[src/rtl/vend_pkg.sv]
// Shared definitions for the vending machine: dispenser states, coin codes,
// denomination values and drink prices.
package vend_pkg;

    typedef enum logic [2:0] {
        ST_IDLE     = 3'd0,
        ST_SELECT   = 3'd1,
        ST_DISPENSE = 3'd2,
        ST_DONE     = 3'd3,
        ST_FAULT    = 3'd4
    } disp_state_t;

    localparam logic [1:0] COIN_NONE = 2'b00;
    localparam logic [1:0] COIN_1    = 2'b01;
    localparam logic [1:0] COIN_5    = 2'b10;
    localparam logic [1:0] COIN_10   = 2'b11;

    localparam int unsigned DENOM_10 = 10;
    localparam int unsigned DENOM_5  = 5;
    localparam int unsigned DENOM_1  = 1;

    localparam int unsigned PRICE_A = 10;
    localparam int unsigned PRICE_B = 15;
    localparam int unsigned PRICE_C = 20;
    localparam int unsigned PRICE_D = 25;

endpackage

[src/rtl/change_dispenser_coin_select.sv]
// Greedy picker: largest denomination that fits the remaining amount and
// whose hopper tube still has coins.
module coin_select
    import vend_pkg::*;
#(
    parameter int AMOUNT_W = 32
) (
    input  logic [AMOUNT_W-1:0] remaining,
    input  logic                empty_10,
    input  logic                empty_5,
    input  logic                empty_1,
    output logic [1:0]          coin_type,
    output logic [AMOUNT_W-1:0] coin_value,
    output logic                none_avail
);

    // Priority 10 > 5 > 1, skipping empty tubes and coins larger than owed
    always_comb begin
        coin_type  = COIN_NONE;
        coin_value = '0;
        none_avail = 1'b1;
        if (!empty_10 && remaining >= AMOUNT_W'(DENOM_10)) begin
            coin_type  = COIN_10;
            coin_value = AMOUNT_W'(DENOM_10);
            none_avail = 1'b0;
        end else if (!empty_5 && remaining >= AMOUNT_W'(DENOM_5)) begin
            coin_type  = COIN_5;
            coin_value = AMOUNT_W'(DENOM_5);
            none_avail = 1'b0;
        end else if (!empty_1 && remaining >= AMOUNT_W'(DENOM_1)) begin
            coin_type  = COIN_1;
            coin_value = AMOUNT_W'(DENOM_1);
            none_avail = 1'b0;
        end
    end

endmodule

[src/rtl/change_dispenser.sv]
// Pays out a change amount one coin at a time through the hopper using a
// per-coin req/ack handshake, with an ack timeout and a fault/clear path.
module change_dispenser
    import vend_pkg::*;
#(
    parameter int AMOUNT_W = 32,
    parameter int CNT_W    = 8,
    parameter int TIMEOUT  = 16
) (
    input  logic                clk,
    input  logic                reset,
    input  logic [AMOUNT_W-1:0] change_amount,
    input  logic                change_valid,
    output logic                change_ready,
    input  logic                empty_10,
    input  logic                empty_5,
    input  logic                empty_1,
    output logic                coin_req,
    output logic [1:0]          coin_type,
    input  logic                coin_ack,
    output logic [AMOUNT_W-1:0] remaining,
    output logic [CNT_W-1:0]    coin_count,
    output logic                done,
    output logic                fault,
    input  logic                clear
);

    localparam int TMO_W = $clog2(TIMEOUT + 1);

    disp_state_t         state, state_nxt;
    logic [AMOUNT_W-1:0] remaining_nxt;
    logic [CNT_W-1:0]    count_nxt;
    logic [1:0]          type_nxt;
    logic [AMOUNT_W-1:0] coin_val, coin_val_nxt;
    logic [TMO_W-1:0]    tmo, tmo_nxt;

    logic [1:0]          sel_type;
    logic [AMOUNT_W-1:0] sel_value;
    logic                sel_none;

    function automatic logic [CNT_W-1:0] sat_inc(input logic [CNT_W-1:0] v);
        return (&v) ? v : v + 1'b1;
    endfunction

    coin_select #(.AMOUNT_W(AMOUNT_W)) u_coin_select (
        .remaining  (remaining),
        .empty_10   (empty_10),
        .empty_5    (empty_5),
        .empty_1    (empty_1),
        .coin_type  (sel_type),
        .coin_value (sel_value),
        .none_avail (sel_none)
    );

    assign change_ready = (state == ST_IDLE);

    // Next-state and next datapath values
    always_comb begin
        state_nxt     = state;
        remaining_nxt = remaining;
        count_nxt     = coin_count;
        type_nxt      = coin_type;
        coin_val_nxt  = coin_val;
        tmo_nxt       = tmo;
        case (state)
            ST_IDLE: begin
                if (change_valid) begin
                    remaining_nxt = change_amount;
                    count_nxt     = '0;
                    state_nxt     = ST_SELECT;
                end
            end
            ST_SELECT: begin
                if (remaining == '0) begin
                    state_nxt = ST_DONE;
                end else if (sel_none) begin
                    state_nxt = ST_FAULT;
                end else begin
                    type_nxt     = sel_type;
                    coin_val_nxt = sel_value;
                    tmo_nxt      = '0;
                    state_nxt    = ST_DISPENSE;
                end
            end
            ST_DISPENSE: begin
                // An ack arriving on the expiry cycle still counts as delivered
                if (coin_ack) begin
                    remaining_nxt = remaining - coin_val;
                    count_nxt     = sat_inc(coin_count);
                    type_nxt      = COIN_NONE;
                    state_nxt     = ST_SELECT;
                end else if (tmo == TMO_W'(TIMEOUT - 1)) begin
                    type_nxt  = COIN_NONE;
                    state_nxt = ST_FAULT;
                end else begin
                    tmo_nxt = tmo + 1'b1;
                end
            end
            ST_DONE: begin
                state_nxt = ST_IDLE;
            end
            ST_FAULT: begin
                if (clear) state_nxt = ST_IDLE;
            end
            default: begin
                state_nxt = ST_IDLE;
                type_nxt  = COIN_NONE;
            end
        endcase
    end

    // State register
    always_ff @(posedge clk or negedge reset) begin
        if (!reset) state <= ST_IDLE;
        else        state <= state_nxt;
    end

    // Registered outputs and datapath; flags are decoded from the next state
    always_ff @(posedge clk or negedge reset) begin
        if (!reset) begin
            remaining  <= '0;
            coin_count <= '0;
            coin_type  <= COIN_NONE;
            coin_val   <= '0;
            tmo        <= '0;
            coin_req   <= 1'b0;
            done       <= 1'b0;
            fault      <= 1'b0;
        end else begin
            remaining  <= remaining_nxt;
            coin_count <= count_nxt;
            coin_type  <= type_nxt;
            coin_val   <= coin_val_nxt;
            tmo        <= tmo_nxt;
            coin_req   <= (state_nxt == ST_DISPENSE);
            done       <= (state_nxt == ST_DONE);
            fault      <= (state_nxt == ST_FAULT);
        end
    end

endmodule

[config.mk]
export PLATFORM = sky130hd
export DESIGN_NAME = change_dispenser
export DESIGN_NICKNAME = d
export VERILOG_FILES = /design/src/rtl/vend_pkg.sv /design/src/rtl/change_dispenser_coin_select.sv /design/src/rtl/change_dispenser.sv
export SDC_FILE = /design/constraint.sdc
export NUM_CORES = 1
export LEC_CHECK = 0
export ABC_CLOCK_PERIOD_IN_PS = 4050
export CAP_MARGIN = 10
export CORE_ASPECT_RATIO = 1.4
export CORE_MARGIN = 2
export CORE_UTILIZATION = 24
export CTS_BUF_LIST = sky130_fd_sc_hd__clkbuf_4 sky130_fd_sc_hd__clkbuf_8
export CTS_CLUSTER_DIAMETER = 40
export DETAILED_ROUTE_END_ITERATION = 8
export HOLD_SLACK_MARGIN = 0.06
export PLACE_DENSITY = 0.48
export SYNTH_ARGS = -nofsm -noshare
export SYNTH_HDL_FRONTEND = slang
export SYNTH_HIERARCHICAL = 1
export SYNTH_SLANG_ARGS = --single-unit
[constraint.sdc]
create_clock -name clk -period 4.05 [get_ports clk]
set_input_delay 0.81 -clock clk [delete_from_list [all_inputs] [get_ports clk]]
set_output_delay 0.81 -clock clk [all_outputs]
set_load 0.02 [all_outputs]
==> results.json, run 1 <==
{
  "fp.dieH_um": 190,
  "ir_drop_mv": 0.297,
  "drv_slew": 0,
  "reg2reg_slack_ps": 660,
  "wl_um": 19300,
  "swShare_pct": 50.7,
  "tns_ps": 0,
  "cts_resized": 0,
  "cts_made_buffers": 9,
  "ios": 86,
  "yosys.area.top_type": "dfrtp_1",
  "htree_levels": 3,
  "ys_top_cells_by_area": "dfrtp_1, ha_1, mux2_2",
  "grt_max_degree": 42,
  "track_usage_pct": 15.2,
  "setup_viol": 0,
  "grt-ovfl-total": 0,
  "p_comb_share_pct": 67.6,
  "drc": 0,
  "ys.flop_type": "dfrtp_1",
  "p_total_mw": 6.96,
  "critical_path_class": "reg2reg",
  "endpoint_kind": "register",
  "power.density_nw_per_um2": 960,
  "worst_ep_required_time_ps": 4360,
  "power_frac_seq_pct": 23.9,
  "drv_cap": 0,
  "cts_setup_buffers": 0,
  "stdcell_count": 1080,
  "clk_path_buf_depth": 2,
  "coreArea_sq_um": 24500,
  "fin_worst_skew_ps": 12.9,
  "syn_to_final_growth_pct": 21.7,
  "start_util_pct": 24.3,
  "syn_area_sq_um": 5950,
  "path_clk_slew_ps": 100,
  "via_per_inst": 4.76,
  "hpwlAfterDp_um": 14800,
  "cts_tree": "done",
  "regToRegEndpoint": "remaining[28]$_DFFE_PN0P_",
  "final_common_cell": "dfrtp_1",
  "worstMarginPinSlew_ps": 793,
  "max_freq_mhz": 295,
  "n_antenna_cell": 0,
  "r2r-start": "remaining[0]$_DFFE_PN0P_",
  "fin_crit_sh_pct": 83.7,
  "slew_headroom_pct": 46.9,
  "worstPathArrival_ps": 3700,
  "hold_viol_final": 0,
  "ant_nets": 0,
  "syn_avg_cell_area_sq_um": 8.75,
  "vias": 5139,
  "synth_cell_types": 67,
  "hold-worst-slack_ps": 374,
  "final_cell_mix": "dfrtp_1, clkdlybuf4s50_1, a21oi_1, nand2_1, inv_1",
  "hold_class": "in2async",
  "synth_warnings": 6,
  "clkPwrFrac_pct": 8.4,
  "p_switching_mw": 3.52,
  "crit_path_start_kind": "register",
  "power.leakage_nw": 3.18,
  "postCtsHoldBufs": 0,
  "place.gp.congestion": 0.885,
  "rr_worst_depth": 11,
  "drive_gt1_share_pct": 10.5,
  "wire_per_inst_um": 17.9,
  "synth_top_area_share_pct": 35.7,
  "dp.cells": 1064,
  "syn_inst": 680,
  "rsz0062_at_grt": "false",
  "die_x_um": 137,
  "status": "finished clean",
  "antenna_found_initial": 0,
  "crit_start": "remaining[0]$_DFFE_PN0P_",
  "synth-edff-count": 0,
  "grt_pass1_vias": 5149,
  "grt_pass1_wl_um": 29700,
  "drt_first_pass_iters": 4,
  "cts_sinks": 85,
  "dieArea_sq_um": 26100,
  "intPower_mw": 3.43,
  "fin_nets": 835,
  "drt_iter0_markers": 252,
  "ys_ff_latch": 85,
  "path_max_fanout": 5,
  "root_buffer": "clkbuf_8",
  "std_cell_rows": 68,
  "crit_end": "remaining[28]$_DFFE_PN0P_",
  "fin_crit_ps": 3390,
  "seq_area_frac_synth_pct": 35.7,
  "io_buffers": 85,
  "clock_latency_ps": 390,
  "synth-async-reset-ratio_pct": 100
}
==> sequential cells by signal, indices dropped and copies added (netlist names) <==
signal	flops
coin_req	1
remaining	32
fault	1
state	3
coin_count	8
coin_type	2
coin_val	32
tmo	5
done	1
==> metal layers <==
layer / routed length (um) / GRT usage [%] / vias up
met5: 0 / 0 / -
met4: 520 / 5.95 / 0
met3: 670 / 2.47 / 29
met2: 9870 / 26.8 / 104
met1: 8270 / 18.1 / 2456
li1: - / - / 2550
==> worst max-delay path, cell delays in order (launching register included) <==
cell and delay, ps:
dfrtp_1 470, inv_1 100, ha_1 240, fa_1 390
nor2b_1 210, o211ai_1 230, a2111oi_1 630, nor3_2 190
o21bai_1 340, a311oi_1 150, a41o_1 230, a21oi_1 140
==> cell usage after synthesis, types with 4 or more instances <==
master / count
dfrtp_1: 85
a21oi_1: 60
nand2_1: 57
inv_1: 45
nor2_1: 42
o21ai_0: 41
ha_1: 34
mux2_2: 33
buf_4: 29
clkbuf_1: 18
nor4_1: 17
a21o_1: 15
nand3_1: 14
a31oi_1: 13
nor3_1: 13
xnor2_1: 13
xor2_1: 13
nand4_1: 11
and2_1: 10
and3_1: 10
a211oi_1: 8
o21bai_1: 7
or3_1: 7
nor2b_1: 6
or2_2: 6
mux2i_1: 5
nand2b_1: 5
buf_1: 4
o21a_1: 4
==> cell type report <==
type                       count  area (sq um)
multi-input combinational    520          3430
clock inverter                 5          37.5
timing repair buffer          97           938
tap                          315           394
sequential                    85          2130
fill                        2652         17300
inverter                      47           178
clock buffer                  11           139
==> power groups by stage <==
| stage | clock network (mW) | registers [mW] | logic, mW |
|---|---|---|---|
| after CTS | 0.611 | 1.67 | 4.72 |
| final | 0.588 | 1.66 | 4.71 |
| after global routing | 0.641 | 1.72 | 5.19 |
| after detailed placement | 0 | 1.68 | 4.69 |
| after global placement | 0 | 1.68 | 4.70 |
| after floorplan | 0 | 1.71 | 3.12 |
==> cell families (layout without fill, tap and decap cells) <==
kind of cell | after synthesis | after routing | share of synthesized area [%]
flops | 85 | 85 | 35.7
mux | 38 | 38 | 7.09
xor+xnor | 26 | 26 | 3.83
compound gates | 179 | 179 | 18.6
buf+inv | 102 | 160 | 8.37
fa+ha+maj | 36 | 36 | 7.65
simple gates | 213 | 213 | 18.6
other cells | 1 | 28 | 0.0630
==> how the worst min path moves through the flow <==
stage	endpoint	startpoint	cells after the start	slack, ps
final	remaining[3]$_DFFE_PN0P_	reset	1	370
after global routing	done$_DFF_PN0_	reset	1	410
after CTS	remaining[3]$_DFFE_PN0P_	reset	1	390
after detailed placement	coin_val[25]$_DFFE_PN0P_	coin_val[25]$_DFFE_PN0P_	1	490
after global placement	coin_val[28]$_DFFE_PN0P_	coin_val[28]$_DFFE_PN0P_	1	490
after floorplan	tmo[1]$_DFFE_PN0P_	tmo[1]$_DFFE_PN0P_	2	470
==> metrics by stage <==
stage          instance area (sq um)  setup slack (ps)  utilization, %
4_1_cts                         7240               642            29.6
5_1_grt                         7240               330            29.6
6_report                        7240               658            29.6
2_1_floorplan                   6050              1300               -
3_5_place_dp                    7070               680            28.8
3_3_place_gp                    7070               707            28.8
(Power assumes the default switching activity.)
==> inputs of run 2 (changes only) <==
- ABC_CLOCK_PERIOD_IN_PS: 4050 -> 3390
- clock period: 4.05 -> 3.39 ns (I/O delays scaled with it)
==> run 2 against run 1 <==
Compared with the run above:
- count of clock-buffer cells in the layout decreased by 1
- clock skew decreased by 0.75 ps
- global-route usage decreased by 0.080 points
- cell count increased by 1.0%
- power increased by 21%
- wire length decreased by 1.6%
- sequential power increased by 16%
==> results.json, run 2 (synthesis results as in run 1) <==
{
  "worst_ep_required_time_ps": 3710,
  "crit_slowest_cell": "a2111oi_1",
  "clk_path_buf_depth": 2,
  "nFillCells": 2646,
  "grt_max_degree": 45,
  "hpwlAfterDp_um": 14600,
  "hold_class": "in2async",
  "ant_nets": 0,
  "critical_path.top_delay_family": "compound AO/OA/AOI/OAI gates",
  "critical_path_class": "reg2reg",
  "track_usage_pct": 15.1,
  "rsz0062_at_grt": "false",
  "cts_made_buffers": 9,
  "largestRegisters": "coin_val: 32 flops, remaining: 32 flops, coin_count: 8 flops",
  "final_cell_mix": "dfrtp_1, clkdlybuf4s50_1, a21oi_1, nand2_1, inv_1",
  "grt_pass1_wl_um": 29800,
  "placed_area_sq_um": 7160,
  "fin_crit_ps": 3120,
  "fin_area_sq_um": 7340,
  "fin_crit_sh_pct": 92.1,
  "cts_resized": 0,
  "power_frac_seq_pct": 22.7,
  "path_max_fanout": 5,
  "clkPwrFrac_pct": 8.5,
  "drive_gt1_share_pct": 11.7,
  "coreArea_sq_um": 24500,
  "fin_nets": 846,
  "drt_first_pass_iters": 5,
  "n_antenna_cell": 0,
  "status": "finished clean",
  "std_cell_rows": 68,
  "final_common_cell": "dfrtp_1",
  "ios": 86,
  "p_comb_share_pct": 68.8,
  "syn_to_final_growth_pct": 23.4,
  "hold_viol_final": 0,
  "grt_pass1_vias": 5324,
  "root_buffer": "clkbuf_8",
  "start_util_pct": 24.3,
  "drv_cap": 0,
  "power.density_nw_per_um2": 1150,
  "htree_levels": 3,
  "crit_path_start_kind": "register",
  "ir_drop_mv": 0.376,
  "path_cells": "inv_1 > ha_1 > fa_1 > nor2b_1 > o211ai_1 > a2111oi_1 > nor3_2 > o31ai_2 > a31oi_1 > xor2_1 > o21ai_0",
  "wire_per_inst_um": 17.4,
  "regToRegEndpoint": "remaining[30]$_DFFE_PN0P_",
  "die_x_um": 137,
  "clock_latency_ps": 390,
  "fin_worst_skew_ps": 12.1,
  "r2r-start": "remaining[0]$_DFFE_PN0P_",
  "antenna_found_initial": 0,
  "endpoint_kind": "register",
  "path_clk_slew_ps": 90,
  "postCtsHoldBufs": 0,
  "max_freq_mhz": 320,
  "worstPathArrival_ps": 3440,
  "wl_um": 19000,
  "drt_iter0_markers": 279,
  "vias": 5262,
  "power.leakage_nw": 3.25,
  "io_buffers": 85,
  "worstMarginPinSlew_ps": 1080,
  "drc": 0,
  "setup_viol": 0,
  "critical_path_buf_inv_count": 1,
  "fp.dieH_um": 190,
  "cts_sinks": 85,
  "cts_tree": "done",
  "cpPeakStageDelay_ps": 490,
  "via_per_inst": 4.82,
  "reg2reg_slack_ps": 270,
  "cts_setup_buffers": 0,
  "p_switching_mw": 4.24,
  "rr_worst_depth": 11,
  "place.gp.congestion": 0.882,
  "swShare_pct": 50.2,
  "slew_headroom_pct": 27.7,
  "dieArea_sq_um": 26100,
  "drv_slew": 0,
  "tns_ps": 0,
  "grt-ovfl-total": 0,
  "intPower_mw": 4.20
}
## run 2: cell types whose count changed in the layout (fill, tap and decap cells not counted), sizes merged
cell	before	now
buf	13	24
clkbuf	11	10
clkinv	4	5
clkinvlp	2	0
inv	46	48
## run 2: how the worst max path moves through the flow
stage                                   from                   endpoint  slack [ps]  cells past startpoint
CTS                 remaining[0]$_DFFE_PN0P_  remaining[30]$_DFFE_PN0P_         320                     11
global placement    remaining[0]$_DFFE_PN0P_  remaining[30]$_DFFE_PN0P_         380                     11
finish              remaining[0]$_DFFE_PN0P_  remaining[30]$_DFFE_PN0P_         270                     11
floorplan           remaining[0]$_DFFE_PN0P_  remaining[28]$_DFFE_PN0P_         640                     11
detailed placement  remaining[0]$_DFFE_PN0P_  remaining[30]$_DFFE_PN0P_         340                     11
global route        remaining[0]$_DFFE_PN0P_  remaining[30]$_DFFE_PN0P_          20                     11
## run 2: worst register-to-register path: stages, from the launching register on
cell and delay [ps]:
dfrtp_1 420, inv_1 80, ha_1 220, fa_1 380
nor2b_1 220, o211ai_1 210, a2111oi_1 490, nor3_2 140
o31ai_2 390, a31oi_1 190, xor2_1 170, o21ai_0 140
## run 2: power groups by stage
stage                     combinational, mW  sequential [mW]  clock [mW]
after detailed placement               5.79             1.94           0
after floorplan                        3.72             2.05           0
after global placement                 5.80             1.94           0
after CTS                              5.83             1.93       0.752
final                                  5.81             1.92       0.718
after global routing                   6.40             1.99       0.779
## run 2: area by class of cell
class	count	area (sq um)	area share, %
multi-input combinational	520	3430	46.7
sequential	85	2130	29.0
timing repair buffer	108	1030	14.1
tap	315	394	5.37
inverter	47	178	2.42
clock buffer	10	138	1.87
clock inverter	6	45.0	0.613
## run 2: per-layer routing
layer  track usage [%]  part of all wire, %  up-vias
li1                  -                    -     2570
met1              18.0                   42     2514
met2              26.2                   50      142
met3              1.94                  3.7       36
met4              7.69                  3.8        0
met5                 0                    0        -
## run 2: stage by stage
step	power, mW	worst slack (ps)	std cells	util, %	hold slack, ps
after floorplan	5.77	638	707	-	382
after global placement	7.74	375	1075	29.2	487
after detailed placement	7.73	335	1075	29.2	493
after CTS	8.51	315	1091	30.0	277
after global routing	9.16	23.3	1091	30.0	321
final	8.44	268	1091	30.0	281
==> inputs of run 3 (changes only) <==
- CORE_ASPECT_RATIO: 1.4 -> 0.9
==> run 3 against run 2 <==
Compared with the run above:
- utilization is 0.16 points higher
- clock power up 3.2%
- sequential power about the same
- first-iteration DRC count up 34%
- global-route usage is 0.42 points lower
- non-clock buffer count fell by 4
- combinational power is 2% lower
- highest routed layer unchanged
==> results.json, run 3 (synthesis results as in run 1) <==
{
  "worstPathArrival_ps": 3310,
  "ir_drop_mv": 0.280,
  "hold_viol_final": 0,
  "antenna_found_initial": 0,
  "via_per_inst": 4.68,
  "placed_area_sq_um": 7120,
  "tns_ps": 0,
  "fin_crit_sh_pct": 88.5,
  "power_frac_seq_pct": 23.2,
  "fin_crit_ps": 3000,
  "cts_sinks": 85,
  "grt_max_degree": 58,
  "final_cell_mix": "dfrtp_1, clkdlybuf4s50_1, a21oi_1, nand2_1, inv_1",
  "start_util_pct": 24.5,
  "hold_class": "in2async",
  "status": "finished clean",
  "grt-ovfl-total": 0,
  "slew_headroom_pct": 48.4,
  "nFillCells": 2602,
  "final_common_cell": "dfrtp_1",
  "cts_made_buffers": 9,
  "crit_path_start_kind": "register",
  "clock_latency_ps": 380,
  "endpoint_kind": "register",
  "drv_cap": 0,
  "drt_iter0_markers": 374,
  "critical_path_class": "reg2reg",
  "hpwlAfterDp_um": 14000,
  "grt_pass1_wl_um": 29500,
  "pre_cts_ws_ps": 341,
  "hold-worst-slack_ps": 376,
  "wire_per_inst_um": 17.0,
  "power.density_nw_per_um2": 1140,
  "swShare_pct": 49.8,
  "fin_worst_skew_ps": 18.8,
  "drt_first_pass_iters": 4,
  "p_switching_mw": 4.16,
  "largestRegisters": "coin_val: 32 flops, remaining: 32 flops, coin_count: 8 flops",
  "setup_viol": 0,
  "vias": 5059,
  "wl_um": 18400,
  "die_x_um": 170,
  "intPower_mw": 4.19,
  "root_buffer": "clkbuf_8",
  "rsz0062_at_grt": "false",
  "n_antenna_cell": 0,
  "io_buffers": 85,
  "dieArea_sq_um": 26100,
  "max_freq_mhz": 333,
  "cts_tree": "done",
  "coreArea_sq_um": 24300,
  "path_clk_slew_ps": 100,
  "track_usage_pct": 14.7,
  "htree_levels": 3,
  "cts_setup_buffers": 0,
  "worst_ep_required_time_ps": 3700,
  "std_cell_rows": 54,
  "grt_pass1_vias": 5077,
  "setup_slack_ps": 391,
  "fin_area_sq_um": 7330,
  "drive_gt1_share_pct": 11.5,
  "fp.dieH_um": 153,
  "path_max_fanout": 5,
  "dp.cells": 1064,
  "syn_to_final_growth_pct": 23.1,
  "drc": 0,
  "p_comb_share_pct": 68.0,
  "ant_nets": 0,
  "ios": 86,
  "clk_path_buf_depth": 2,
  "stdcell_count": 1080,
  "fin_nets": 842,
  "drv_slew": 0,
  "place.gp.congestion": 0.900,
  "clkPwrFrac_pct": 8.9,
  "worstMarginPinSlew_ps": 774,
  "power.leakage_nw": 3.24
}
==> run 3: cell count changes in the layout (fill, tap and decap cells not counted), sizes merged <==
cell    delta
buf        -4
clkbuf     +1
clkinv     -1
==> run 3: power groups by stage <==
| stage | clock network (mW) | logic [mW] | registers, mW |
|---|---|---|---|
| finish | 0.741 | 5.68 | 1.94 |
| global route | 0.816 | 6.31 | 2.01 |
| global placement | 0 | 5.67 | 1.96 |
| CTS | 0.774 | 5.68 | 1.95 |
| floorplan | 0 | 3.72 | 2.05 |
| detailed placement | 0 | 5.64 | 1.96 |
==> run 3: routing by layer <==
| layer | routed length [um] | track usage [%] | up-vias | part of all wire [%] |
|---|---|---|---|---|
| met2 | 8300 | 22.9 | 104 | 45 |
| met5 | 0 | 0 | - | 0 |
| li1 | - | - | 2550 | - |
| met1 | 9130 | 21.1 | 2397 | 50 |
| met3 | 850 | 2.72 | 8 | 4.6 |
| met4 | 129 | 3.17 | 0 | 0.70 |
==> run 3: final timing paths <==
check                      slack (ps)                      from                         to  cells past startpoint
setup / recovery                  390  remaining[0]$_DFFE_PN0P_  remaining[20]$_DFFE_PN0P_                     11
setup reg to reg                  390  remaining[0]$_DFFE_PN0P_  remaining[20]$_DFFE_PN0P_                     11
max in group asynchronous        2360                     reset  remaining[20]$_DFFE_PN0P_                      2
hold reg to reg                   510  coin_val[28]$_DFFE_PN0P_   coin_val[28]$_DFFE_PN0P_                      1
hold / removal                    380                     reset   remaining[0]$_DFFE_PN0P_                      1
min in group clk                  510  coin_val[28]$_DFFE_PN0P_   coin_val[28]$_DFFE_PN0P_                      1
==> run 3: what timing repair did <==
action,CTS,global route
hold endpoints to repair,0,0
setup endpoints to repair,0,4
gates resized for setup,0,2
hold buffers,0,0
==> run 3: critical path, cell delays in order (launching register included) <==
cell and delay [ps]:
dfrtp_1 420, inv_1 80, ha_1 230, fa_1 380
nor2b_1 190, o211ai_1 200, a211oi_1 470, nor2_1 90
a21oi_1 230, a221oi_1 140, or4_1 410, nand3_1 80
==> run 3: cell type report <==
| cell class | instances | area [sq um] | share of cell area [%] |
|---|---|---|---|
| Timing Repair Buffer | 104 | 1000 | 13.7 |
| Inverter | 47 | 178 | 2.42 |
| Clock buffer | 11 | 151 | 2.07 |
| Clock inverter | 5 | 42.5 | 0.581 |
| Multi-Input combinational cell | 520 | 3440 | 47.0 |
| Tap cell | 308 | 385 | 5.26 |
| Sequential cell | 85 | 2130 | 29.0 |
==> run 3: metrics by stage <==
step                util [%]  power, mW
floorplan                  -       5.77
global placement        29.3       7.63
detailed placement      29.3       7.61
CTS                     30.1       8.40
global route            30.1       9.14
finish                  30.1       8.36
==> RTL change: new RTL, config.mk and constraints of run 3 <==
The output `fault` loses its register stage (`fault` becomes a continuous assignment).
--- a/src/rtl/change_dispenser.sv
+++ b/src/rtl/change_dispenser.sv
@@ -127,3 +127,2 @@
             done       <= 1'b0;
-            fault      <= 1'b0;
         end else begin
@@ -136,3 +135,2 @@
             done       <= (state_nxt == ST_DONE);
-            fault      <= (state_nxt == ST_FAULT);
         end
@@ -140,2 +138,4 @@
 
+    assign fault = (state_nxt == ST_FAULT);
+
 endmodule
Function: changed (a bounded check fails within 4 cycles, from zero or initial values and one cycle with reset low).
==> RTL change against run 3 <==
Sequential cell count fell by 1. Wire length rose by 1.6%. Synthesized area barely moved. Utilization rose by 0.55 points. Setup slack got worse by 0.19 ns. Power rose by 2.5%. Fmax fell by 6.0%. Final area rose by 1.8%. Largest power group unchanged. Clock skew fell by 0.0063 ns.
==> RTL change: results (changes against run 3) <==
stage,metric,value,unit,change
drt,WL final,18.7,mm,+1.6%
global_route,largest net degree at the start of global routing,85,,+47%
drt,Iteration-0 DRC Markers,268,,-28%
global_route,first-pass GRT wire length,29.3,mm,-0.68%
pwr,maximum VDD drop,0.285,mV,+1.8%
final_layout,fill count,2614,,+0.46%
global_route,vias in the first global route,5233,,+3.1%
critical_path,flop2flop setup slack,0.37,ns,-0.02 ns
pwr,leakage,3.32,nW,+2.7%
clock_tree,"CTS clk-pin slew, worst paths",0.10,ns,about the same
logic_synthesis,Synth Area in Compound Gates,0.185,,-0.000997
logic_synthesis,Synth Area in Adders,0.0765,,about the same
drt,Initial DRT Pass Iterations,5,,+1
logic_synthesis,XOR/XNOR Fraction of Synth Area,0.0382,,about the same
status,outcome,"complete, no violations",,
placed_design,DP HPWL,13.8,mm,-1.4%
global_route,total global routing track utilization,0.146,,-0.000647
critical_path,Crit path largest cell delay,0.59,ns,+0.12 ns
logic_synthesis,YS warnings,6,,unchanged
final_layout,ant diodes,0,,unchanged
timing,headroom to the max-slew limit,0.641,,+0.157
logic_synthesis,mux share of post-synthesis cell area,0.0689,,-0.00195
final_layout,layout cell share with drive strength beyond 1,0.127,,+0.0121
logic_synthesis,top post-synthesis cells by area,"dfrtp_1 (35%), ha_1 (7.1%), mux2_2 (6.1%)",,
logic_synthesis,Synth cell types,65,,-3.0%
critical_path,CP arrival,2.51,ns,-0.80 ns
logic_synthesis,"Seq/Total Area, Yosys",0.353,,-0.00450
timing,clock skew,0.0126,ns,-0.00627 ns
drt,vias per inst,4.79,,+2.4%
placed_design,routability cong.,0.861,,-4.3%
timing,hold_ws,0.317,ns,-0.0588 ns
logic_synthesis,Synth top cells by count,"dfrtp_1 (84), a21oi_1 (60), nand2_1 (60), inv_1 (47), nor2_1 (43)",,
final_layout,number of nets in the layout,863,,+2.5%
clock_tree,Resize count post-CTS,2,,+2
logic_synthesis,largest family of logic cells by synthesized area,simple AND/OR/NAND/NOR gates,,
critical_path,slowest cell on the critical path,or4_4,,
critical_path,CP top delay family,simple AND/OR/NAND/NOR gates,,
[RTL change: changes by cell type after synthesis, sizes merged, moves of 2 or more]
cell / run 3 / this run
clkbuf: 19 / 25
buf: 36 / 31
nand2: 57 / 60
a31oi: 13 / 15
nand2b: 5 / 7
nor3: 15 / 17
o21bai: 7 / 5
inv: 46 / 48
and3: 10 / 12
[RTL change: final cells by class]
class,instances,share of cell area
inverters,49,0.0248
well taps,308,0.0516
clock buffers,11,0.0194
clock inverters,5,0.00805
repair buffers,118,0.150
flip-flops and latches,84,0.282
multi-input cells,526,0.464
[RTL change: stage by stage]
step | area, um^2 | power [W] | cells | setup WS [ns] | util
finish | 7460 | 0.00856 | 1101 | 0.201 | 0.307
global route | 7460 | 0.00931 | 1101 | 0.0294 | 0.307
CTS | 7460 | 0.00862 | 1101 | 0.126 | 0.307
detailed placement | 7250 | 0.00777 | 1085 | 0.165 | 0.298
global placement | 7250 | 0.00778 | 1085 | 0.156 | 0.298
floorplan | 6060 | 0.00577 | 715 | 0.672 | -
[RTL change: worst paths after layout]
kind | from | endpoint | cells past startpoint
min reg2reg | coin_val[14] | coin_val[14] | 1
max in group asynchronous | reset | state[1] | 2
max | remaining[28] | fault | 7
min in group clk | coin_val[14] | coin_val[14] | 1
max reg2reg | remaining[0] | remaining[20] | 11
min | reset | remaining[4] | 2
[RTL change: report_power, final]
| group | switching [W] | leakage, nW | internal (W) |
|---|---|---|---|
| Combinational | 0.00334 | 2.19 | 0.00255 |
| Sequential | 0.000451 | 1.03 | 0.00144 |
| Clock | 0.000414 | 0.103 | 0.000372 |
[RTL change: cell families (layout without fill, tap and decap cells)]
kind of cell | after synthesis | after routing
other | 1 | 28
muxes | 37 | 37
DFF | 84 | 84
adders and majority gates | 36 | 36
buffers and inverters | 105 | 183
AOI/OAI and AO/OA | 178 | 178
and+or+nand+nor | 221 | 221
xor gates and xnor gates | 26 | 26
[RTL change: per-layer routing]
layer | wire, um | up-vias | global-route usage
li1 | - | 2606 | -
met2 | 8400 | 109 | 0.225
met1 | 9170 | 2535 | 0.203
met4 | 395 | 0 | 0.0460
met5 | 0 | - | 0
met3 | 730 | 29 | 0.0326
